**src/rtl/mips_pkg.sv**
```systemverilog
// ============================================================================
// Module   : mips_pkg
// Purpose  : Shared encodings and defaults for the multicycle MIPS core.
// Revision : 1.0 - initial release
// ============================================================================
`default_nettype none

package mips_pkg;

  // Next-PC source select driven by the multicycle controller
  localparam logic [1:0] NPC_PC4 = 2'b00;
  localparam logic [1:0] NPC_BR  = 2'b01;
  localparam logic [1:0] NPC_J   = 2'b10;
  localparam logic [1:0] NPC_JR  = 2'b11;

  localparam logic [31:0] DEFAULT_RESET_PC = 32'h0000_3000;

  // Controller states; S0 is the fetch state that pulses pcwr and irwr together
  typedef enum logic [3:0] {
    S0_FETCH   = 4'd0,
    S1_DECODE  = 4'd1,
    S2_MEMADR  = 4'd2,
    S3_MEMRD   = 4'd3,
    S4_MEMWB   = 4'd4,
    S5_MEMWR   = 4'd5,
    S6_EXEC    = 4'd6,
    S7_ALUWB   = 4'd7,
    S8_BRANCH  = 4'd8,
    S9_JUMP    = 4'd9
  } ctrl_state_e;

  // Word offset of a branch immediate, sign-extended and scaled to bytes
  function automatic logic [31:0] branch_offset(input logic [15:0] imm);
    return {{14{imm[15]}}, imm, 2'b00};
  endfunction

endpackage : mips_pkg

`default_nettype wire

```
**src/rtl/npc.sv**
```systemverilog
// ============================================================================
// Module   : npc
// Purpose  : Combinational next-PC selection and target alignment check.
// Revision : 1.0 - initial release
// ============================================================================
`default_nettype none

module npc
  import mips_pkg::*;
(
  input  logic [31:0] pc,
  input  logic [31:0] instr,
  input  logic [31:0] rs_data,
  input  logic [1:0]  npc_sel,
  output logic [31:0] npc,
  output logic        npc_misaligned
);

  // Opcode field is decoded by the controller, not here
  logic w_unused_opcode;
  assign w_unused_opcode = ^instr[31:26];

  always_comb begin
    npc = pc + 32'd4;
    case (npc_sel)
      NPC_PC4: npc = pc + 32'd4;
      NPC_BR:  npc = pc + branch_offset(instr[15:0]);
      NPC_J:   npc = {pc[31:28], instr[25:0], 2'b00};
      NPC_JR:  npc = rs_data;
      default: npc = pc + 32'd4;
    endcase
  end

  // Only the register path can deliver a non-word-aligned target
  assign npc_misaligned = |npc[1:0];

endmodule : npc

`default_nettype wire

```
**src/rtl/fetch_unit.sv**
```systemverilog
// ============================================================================
// Module   : fetch_unit
// Purpose  : PC, instruction register, next-PC update and fetch bring-up aids.
// Revision : 1.0 - initial release
// ============================================================================
`default_nettype none

module fetch_unit
  import mips_pkg::*;
#(
  parameter logic [31:0] RESET_PC = DEFAULT_RESET_PC,
  parameter int          IM_AW    = 10
) (
  input  logic             clk,
  input  logic             rst,
  input  logic             pcwr,
  input  logic             irwr,
  input  logic [1:0]       npc_sel,
  input  logic [31:0]      rs_data,
  input  logic [31:0]      imem_rdata,
  output logic [IM_AW-1:0] imem_addr,
  output logic [31:0]      instr,
  output logic [31:0]      pc,
  output logic [31:0]      link,
  output logic             misalign,
  output logic [31:0]      fetch_cnt
);

  logic [31:0] pc_q, pc_d;
  logic [31:0] instr_q, instr_d;
  logic        misalign_q, misalign_d;
  logic [31:0] fetch_cnt_q, fetch_cnt_d;

  logic [31:0] w_npc;
  logic        w_npc_misaligned;

  npc u_npc (
    .pc             (pc_q),
    .instr          (instr_q),
    .rs_data        (rs_data),
    .npc_sel        (npc_sel),
    .npc            (w_npc),
    .npc_misaligned (w_npc_misaligned)
  );

  // pcwr gates every use of npc so an undefined npc_sel cannot leak into state
  always_comb begin
    pc_d        = pc_q;
    instr_d     = instr_q;
    misalign_d  = misalign_q;
    fetch_cnt_d = fetch_cnt_q;
    if (pcwr) begin
      if (w_npc_misaligned) begin
        misalign_d = 1'b1;
      end else begin
        pc_d = w_npc;
      end
    end
    if (irwr) begin
      instr_d     = imem_rdata;
      fetch_cnt_d = fetch_cnt_q + 32'd1;
    end
  end

  always_ff @(posedge clk or posedge rst) begin
    if (rst) begin
      pc_q        <= RESET_PC;
      instr_q     <= 32'd0;
      misalign_q  <= 1'b0;
      fetch_cnt_q <= 32'd0;
    end else begin
      pc_q        <= pc_d;
      instr_q     <= instr_d;
      misalign_q  <= misalign_d;
      fetch_cnt_q <= fetch_cnt_d;
    end
  end

  // After S0 the PC already holds fetch-PC+4, which is the return address
  assign imem_addr = pc_q[IM_AW+1:2];
  assign instr     = instr_q;
  assign pc        = pc_q;
  assign link      = pc_q;
  assign misalign  = misalign_q;
  assign fetch_cnt = fetch_cnt_q;

endmodule : fetch_unit

`default_nettype wire

```
**config.mk**
```make
export PLATFORM = sky130hd
export DESIGN_NAME = fetch_unit
export DESIGN_NICKNAME = d
export VERILOG_FILES = /design/src/rtl/mips_pkg.sv /design/src/rtl/npc.sv /design/src/rtl/fetch_unit.sv
export SDC_FILE = /design/constraint.sdc
export NUM_CORES = 1
export LEC_CHECK = 0
export ABC_AREA = 1
export ABC_CLOCK_PERIOD_IN_PS = 6150
export CAP_MARGIN = 15
export CORE_MARGIN = 5
export CORE_UTILIZATION = 52
export DETAILED_ROUTE_END_ITERATION = 6
export GPL_ROUTABILITY_DRIVEN = 0
export PLACE_DENSITY = 0.95
export SLEW_MARGIN = 5
export SYNTH_ARGS = -nofsm -noshare
export SYNTH_HDL_FRONTEND = slang
export SYNTH_SLANG_ARGS = --single-unit
export TNS_END_PERCENT = 100
```
**constraint.sdc**
```tcl
create_clock -name clk -period 6.15 [get_ports clk]
set_input_delay 0.615 -clock clk [delete_from_list [all_inputs] [get_ports clk]]
set_output_delay 0.615 -clock clk [all_outputs]
set_load 0.05 [all_outputs]
```
---- Yosys cells after proc, flatten, opt, wreduce, memory -nomap -nowiden ----
Cells that the tools add are included.
word-level totals
  bits in registers ....................... 97
  bits of input ports ..................... 70
  output and inout bits ................... 139
  logic and storage cells ................. 19
operators by class
  add/sub/neg operators ................... 3
  equal/unequal tests ..................... 3
  muxes and demuxes ....................... 1
  bitwise operators ....................... 2
  reductions and logical operators ........ 5
operators by type and width
  cell                                                                    count
  32-bit case mux with 4 select lines                                     1
  32-bit by 1-bit adder with 32-bit output (second input constant)        1
  32-bit by 3-bit adder with 32-bit output (second input constant)        1
  32-bit adder                                                            1
  2-bit equality test (second input constant)                             2
  2-bit AND reduction                                                     2
  3-bit AND reduction                                                     1
  2-bit by 1-bit equality test with 1-bit output (second input constant)  1
  2-bit zero test                                                         1
  1-bit NOT                                                               2
  2-bit OR reduction                                                      1

---- Depth between registers and ports, before layout ----
  depth in word-level cells ............... 5
  mapped depth ............................ 19
  mapped depth without buffers ............ 17

---- By module ----
A second synthesis with hierarchy kept.
second synthesis, totals
  cells, all modules ...................... 1030
  area total of the unflattened synthesis .. 7272.0 µm²
by module, submodules not included
  module      times used  cells an instance  area each (µm²)  seq. area each (µm²)
  fetch_unit  1           450                4440.5           2429.8
  npc         1           580                2831.5           0.0

---- Worst setup path before layout ----
No wires, ideal clock.
  path kind ............................... input to register
  start point ............................. in npc_sel[1]
  end point ............................... reg pc_q[13], in the netlist link[13]
  setup time .............................. 0.082 ns
  data arrival time ....................... 2.580 ns
  data required time ...................... 6.068 ns
  path slack .............................. 3.488 ns
  stages .................................. 16
  path buffers ............................ 2
  cells stage by stage .................... buf_6 -> inv_8 -> nand2_1 -> clkbuf_1 -> nor2_1 -> ha_1 -> nand2_1 -> inv_1 -> nand2_1 -> nand3_1 -> nand2_1 -> nand2_1 -> nor2_1 -> xor2_1 -> or2_2 -> a22oi_1
between the ends
  cells in the longest elaborated chain, start to end .. 5
  elaborated cells on any way between the ends .. 8
  classes of those cells .................. eq/ne: 3; mux: 1; bitwise: 1; reduce/logical: 3
ends and longest elaborated chain
  item                                               RTL line          text
  from (decl)                                        fetch_unit.sv:18  input logic [1:0] npc_sel,
  2-bit equality test, or another cell as far along  npc.sv:25         case (npc_sel)
  32-bit case mux with 4 select lines (*)            npc.sv:25
  2-bit OR reduction                                 npc.sv:35         assign npc_misaligned = |npc[1:0];
  1-bit NOT (no source line)                         -
  2-bit AND reduction (no source line)               -
  to (signal assigned)                               fetch_unit.sv:72  pc_q <= pc_d;
  to (decl)                                          fetch_unit.sv:29  logic [31:0] pc_q, pc_d;
Mark *: on every way between the ends. The rest lies on a longest branch, timed or not.
A chain may end at the register's enable or synchronous reset.

---- Worst setup path after layout ----
  start point ............................. in npc_sel[1]
  end point ............................... reg pc_q[20], in the netlist link[20]
Same word-level chain as after synthesis.

==> run_results.csv <==
group,metric,value,unit
status,run_status,"finished, final reports clean",
worst_setup_path,crit_end,"link[20]",
final_layout,fin_nets,1189,
final_layout,drive_gt1_frac,0.0840,
cts,hold_buffers,0,
timing,maxClockFrequency,0.257,GHz
timing,worstMarginPinSlew,840,ps
timing,fin_worst_skew,9.69,ps
synth,yosys_warnings,0,
timing,finalMaxSlewViolations,0,
pwr,p_int,1.46,mW
synth,syn_inst,949,
worst_setup_path,worstSetupPathType,"in2reg",
die,row_count,42,
worst_setup_path,r2r-start,"instr[0]",
worst_setup_path,arrival,4170,ps
final_layout,final_cell_count_no_fill,1283,
timing,setup_viol,0,
synth,ys_dominant_reg_cell,"dfrtp_1",
pwr,p_seq_frac,0.299,
cts,cts_tree,"yes",
final_layout,final_cell_mix,"nand2_1 (255), clkdlybuf4s50_1 (207), inv_1 (109)",
global_route,grt-ovfl-total,0,
die,start_util,0.529,
final_layout,stdcell_area,0.00914,mm^2
synth,ys_ff_latch,97,
synth,yosys.cell_types.count,45,
pwr,static-leakage-power,4.42,nW
timing,fin_hold_ws,462,ps
pwr,vdd_drop_max,0.302,mV
cts,cts_htree_levels,3,
place,port_buffers,208,
job,maxCapViolations,0,
place,place_area,0.00884,mm^2
timing,period_minus_slack,3890,ps
worst_setup_path,required,6430,ps
die,dieWidth,126,um
die,dieHeight,126,um
timing,finalCritPeriodShare,0.632,
die,dieArea,0.0158,mm^2
drt,drt_iter0_drc,523,
worst_setup_path,r2r_end,"link[26]",
place,dp_hpwl,16000,um
worst_setup_path,start_kind,"input pin",
drt,ant_nets,0,
final_layout,final_common_cell,"nand2_1",
cts,postCtsSetupBuffers,0,
synth,synth_fp_nets,1036,
cts,cts_root_buffer,"clkbuf_16",
pwr,power_switching,1.34,mW
global_route,antenna_found_initial,0,
place,dp.cells,1266,
final_layout,area_growth,30.9,%
worst_setup_path,ff2ff_path_depth,15,
cts,cts_buffers,9,
global_route,grt_usage,0.265,
pwr,swShare,0.480,
drt,drt_first_pass_iters,5,
cts,clock-sinks,97,
pwr,p_comb_frac,0.506,
synth,seq_area_frac_synth,0.348,
timing,setup_tns,0,ps
synth,synthArstFlopShare,1.00,
drt,vias,7224,
worst_setup_path,critPathMaxFanout,41,
global_route,grt_pass1_wl,34800,um
worst_setup_path,critPathCaptureType,"flop",
pwr,powerDensity,307,mW/mm^2
worst_setup_path,ff2ff_setup_slack,3670,ps
synth,syn_avg_cell_area,7.36,um^2
cts,clock_path_buffers,2,
global_route,grt_max_degree,67,
global_route,grt_pass1_vias,7226,
synth,netlist_area,0.00698,mm^2
drt,viasPerCell,5.63,
drt,wl,21400,um
worst_hold_path,hold_path_class,"reg2reg",
worst_setup_path,cp-startpoint,"npc_sel[1]",
cts,clk_latency,360,ps
cts,ctsResizeCount,0,
drt,wire_per_inst,16.7,um
die,core_area,0.0132,mm^2
die,ioPinCount,209,
drt,drcViolationCount,0,
final_layout,antennaDiodeCount,0,
cts,clkTransAtPathRegs,70,ps
synth,synth_edf_count,0,
timing,grt_setup_unrepaired,"false",
timing,relSlewSlack,0.440,
pwr,clock_power_share,0.195,
timing,hold_viol_final,0,
## area by class of cell
class                   instances  area (um^2)
fillers                      1049         4050
multi-input cells             666         3640
flip-flops and latches         97         2430
repair buffers                214         2130
inverters                     114          438
clock buffers                   9          225
well taps                     176          220
clock inverters                 7         52.6
## metrics by stage
step / utilization / setup slack (ps) / total power, mW
2_1_floorplan: - / 3000 / 1.86
3_3_place_gp: 0.670 / 2210 / 2.22
3_5_place_dp: 0.670 / 1990 / 2.25
4_1_cts: 0.691 / 2370 / 2.80
5_1_grt: 0.693 / 2000 / 2.93
6_report: 0.693 / 2260 / 2.80
## power groups by stage
stage | sequential, mW | combinational, mW | clock, mW
floorplan | 1.13 | 0.735 | 0
global placement | 0.842 | 1.38 | 0
detailed placement | 0.845 | 1.40 | 0
CTS | 0.836 | 1.41 | 0.548
global route | 0.854 | 1.51 | 0.574
finish | 0.838 | 1.42 | 0.548
## kinds of logic after synthesis
family,count (synthesis),share of synthesized area
flip-flops,97,0.348
AND/OR/NAND/NOR,476,0.316
adder cells (fa/ha/maj),17,0.0315
buffers and inverters,186,0.131
AO/OA/AOI/OAI,139,0.130
XOR/XNOR,34,0.0427
## worst min path at each step
stage	from	endpoint	slack, ps	depth (start not counted)
finish	misalign	misalign	460	1
global route	misalign	misalign	490	1
CTS	misalign	misalign	460	1
detailed placement	misalign	misalign	450	1
global placement	misalign	misalign	440	1
floorplan	link[13]	link[13]	600	2
## routing by layer
metal	share of wire	track usage	up-vias	routed length, um
met1	0.39	0.317	3362	8320
met5	0	0	-	0
li1	-	-	3380	-
met4	0.030	0.105	0	650
met2	0.47	0.449	423	10200
met3	0.11	0.0775	59	2300
## state kept, by name (all words and copies together), names as in the netlist
| signal | count |
|---|---|
| fetch_cnt | 32 |
| instr | 32 |
| link | 32 |
| misalign | 1 |
## synth_stat cells, types with 16 or more instances
cell | count | area, um^2
nand2_1 | 255 | 957
xor2_1 | 27 | 236
a221oi_1 | 22 | 193
nand4_1 | 25 | 156
buf_4 | 46 | 345
nor2_1 | 77 | 289
inv_1 | 110 | 413
o21ai_0 | 37 | 185
nand2_2 | 16 | 100
ha_1 | 16 | 200
a22oi_1 | 17 | 128
nand3_1 | 52 | 260
a21oi_1 | 33 | 165
dfrtp_1 | 95 | 2380
## critical path, cell delays in order
cell             delay (ps)
clkdlybuf4s50_1         770
inv_8                   400
nand2_1                 430
nor2_1                  370
fa_1                    270
nand3_1                  90
nand2_1                 170
nand2_1                  70
nand2_1                 130
nand2_1                  70
nand2_1                 140
nand2_1                  70
nor2_1                  220
nor2_1                   70
nand2_1                  60
nand3_1                  70
a22oi_1                 150
Power figures use the tool's default switching activity.
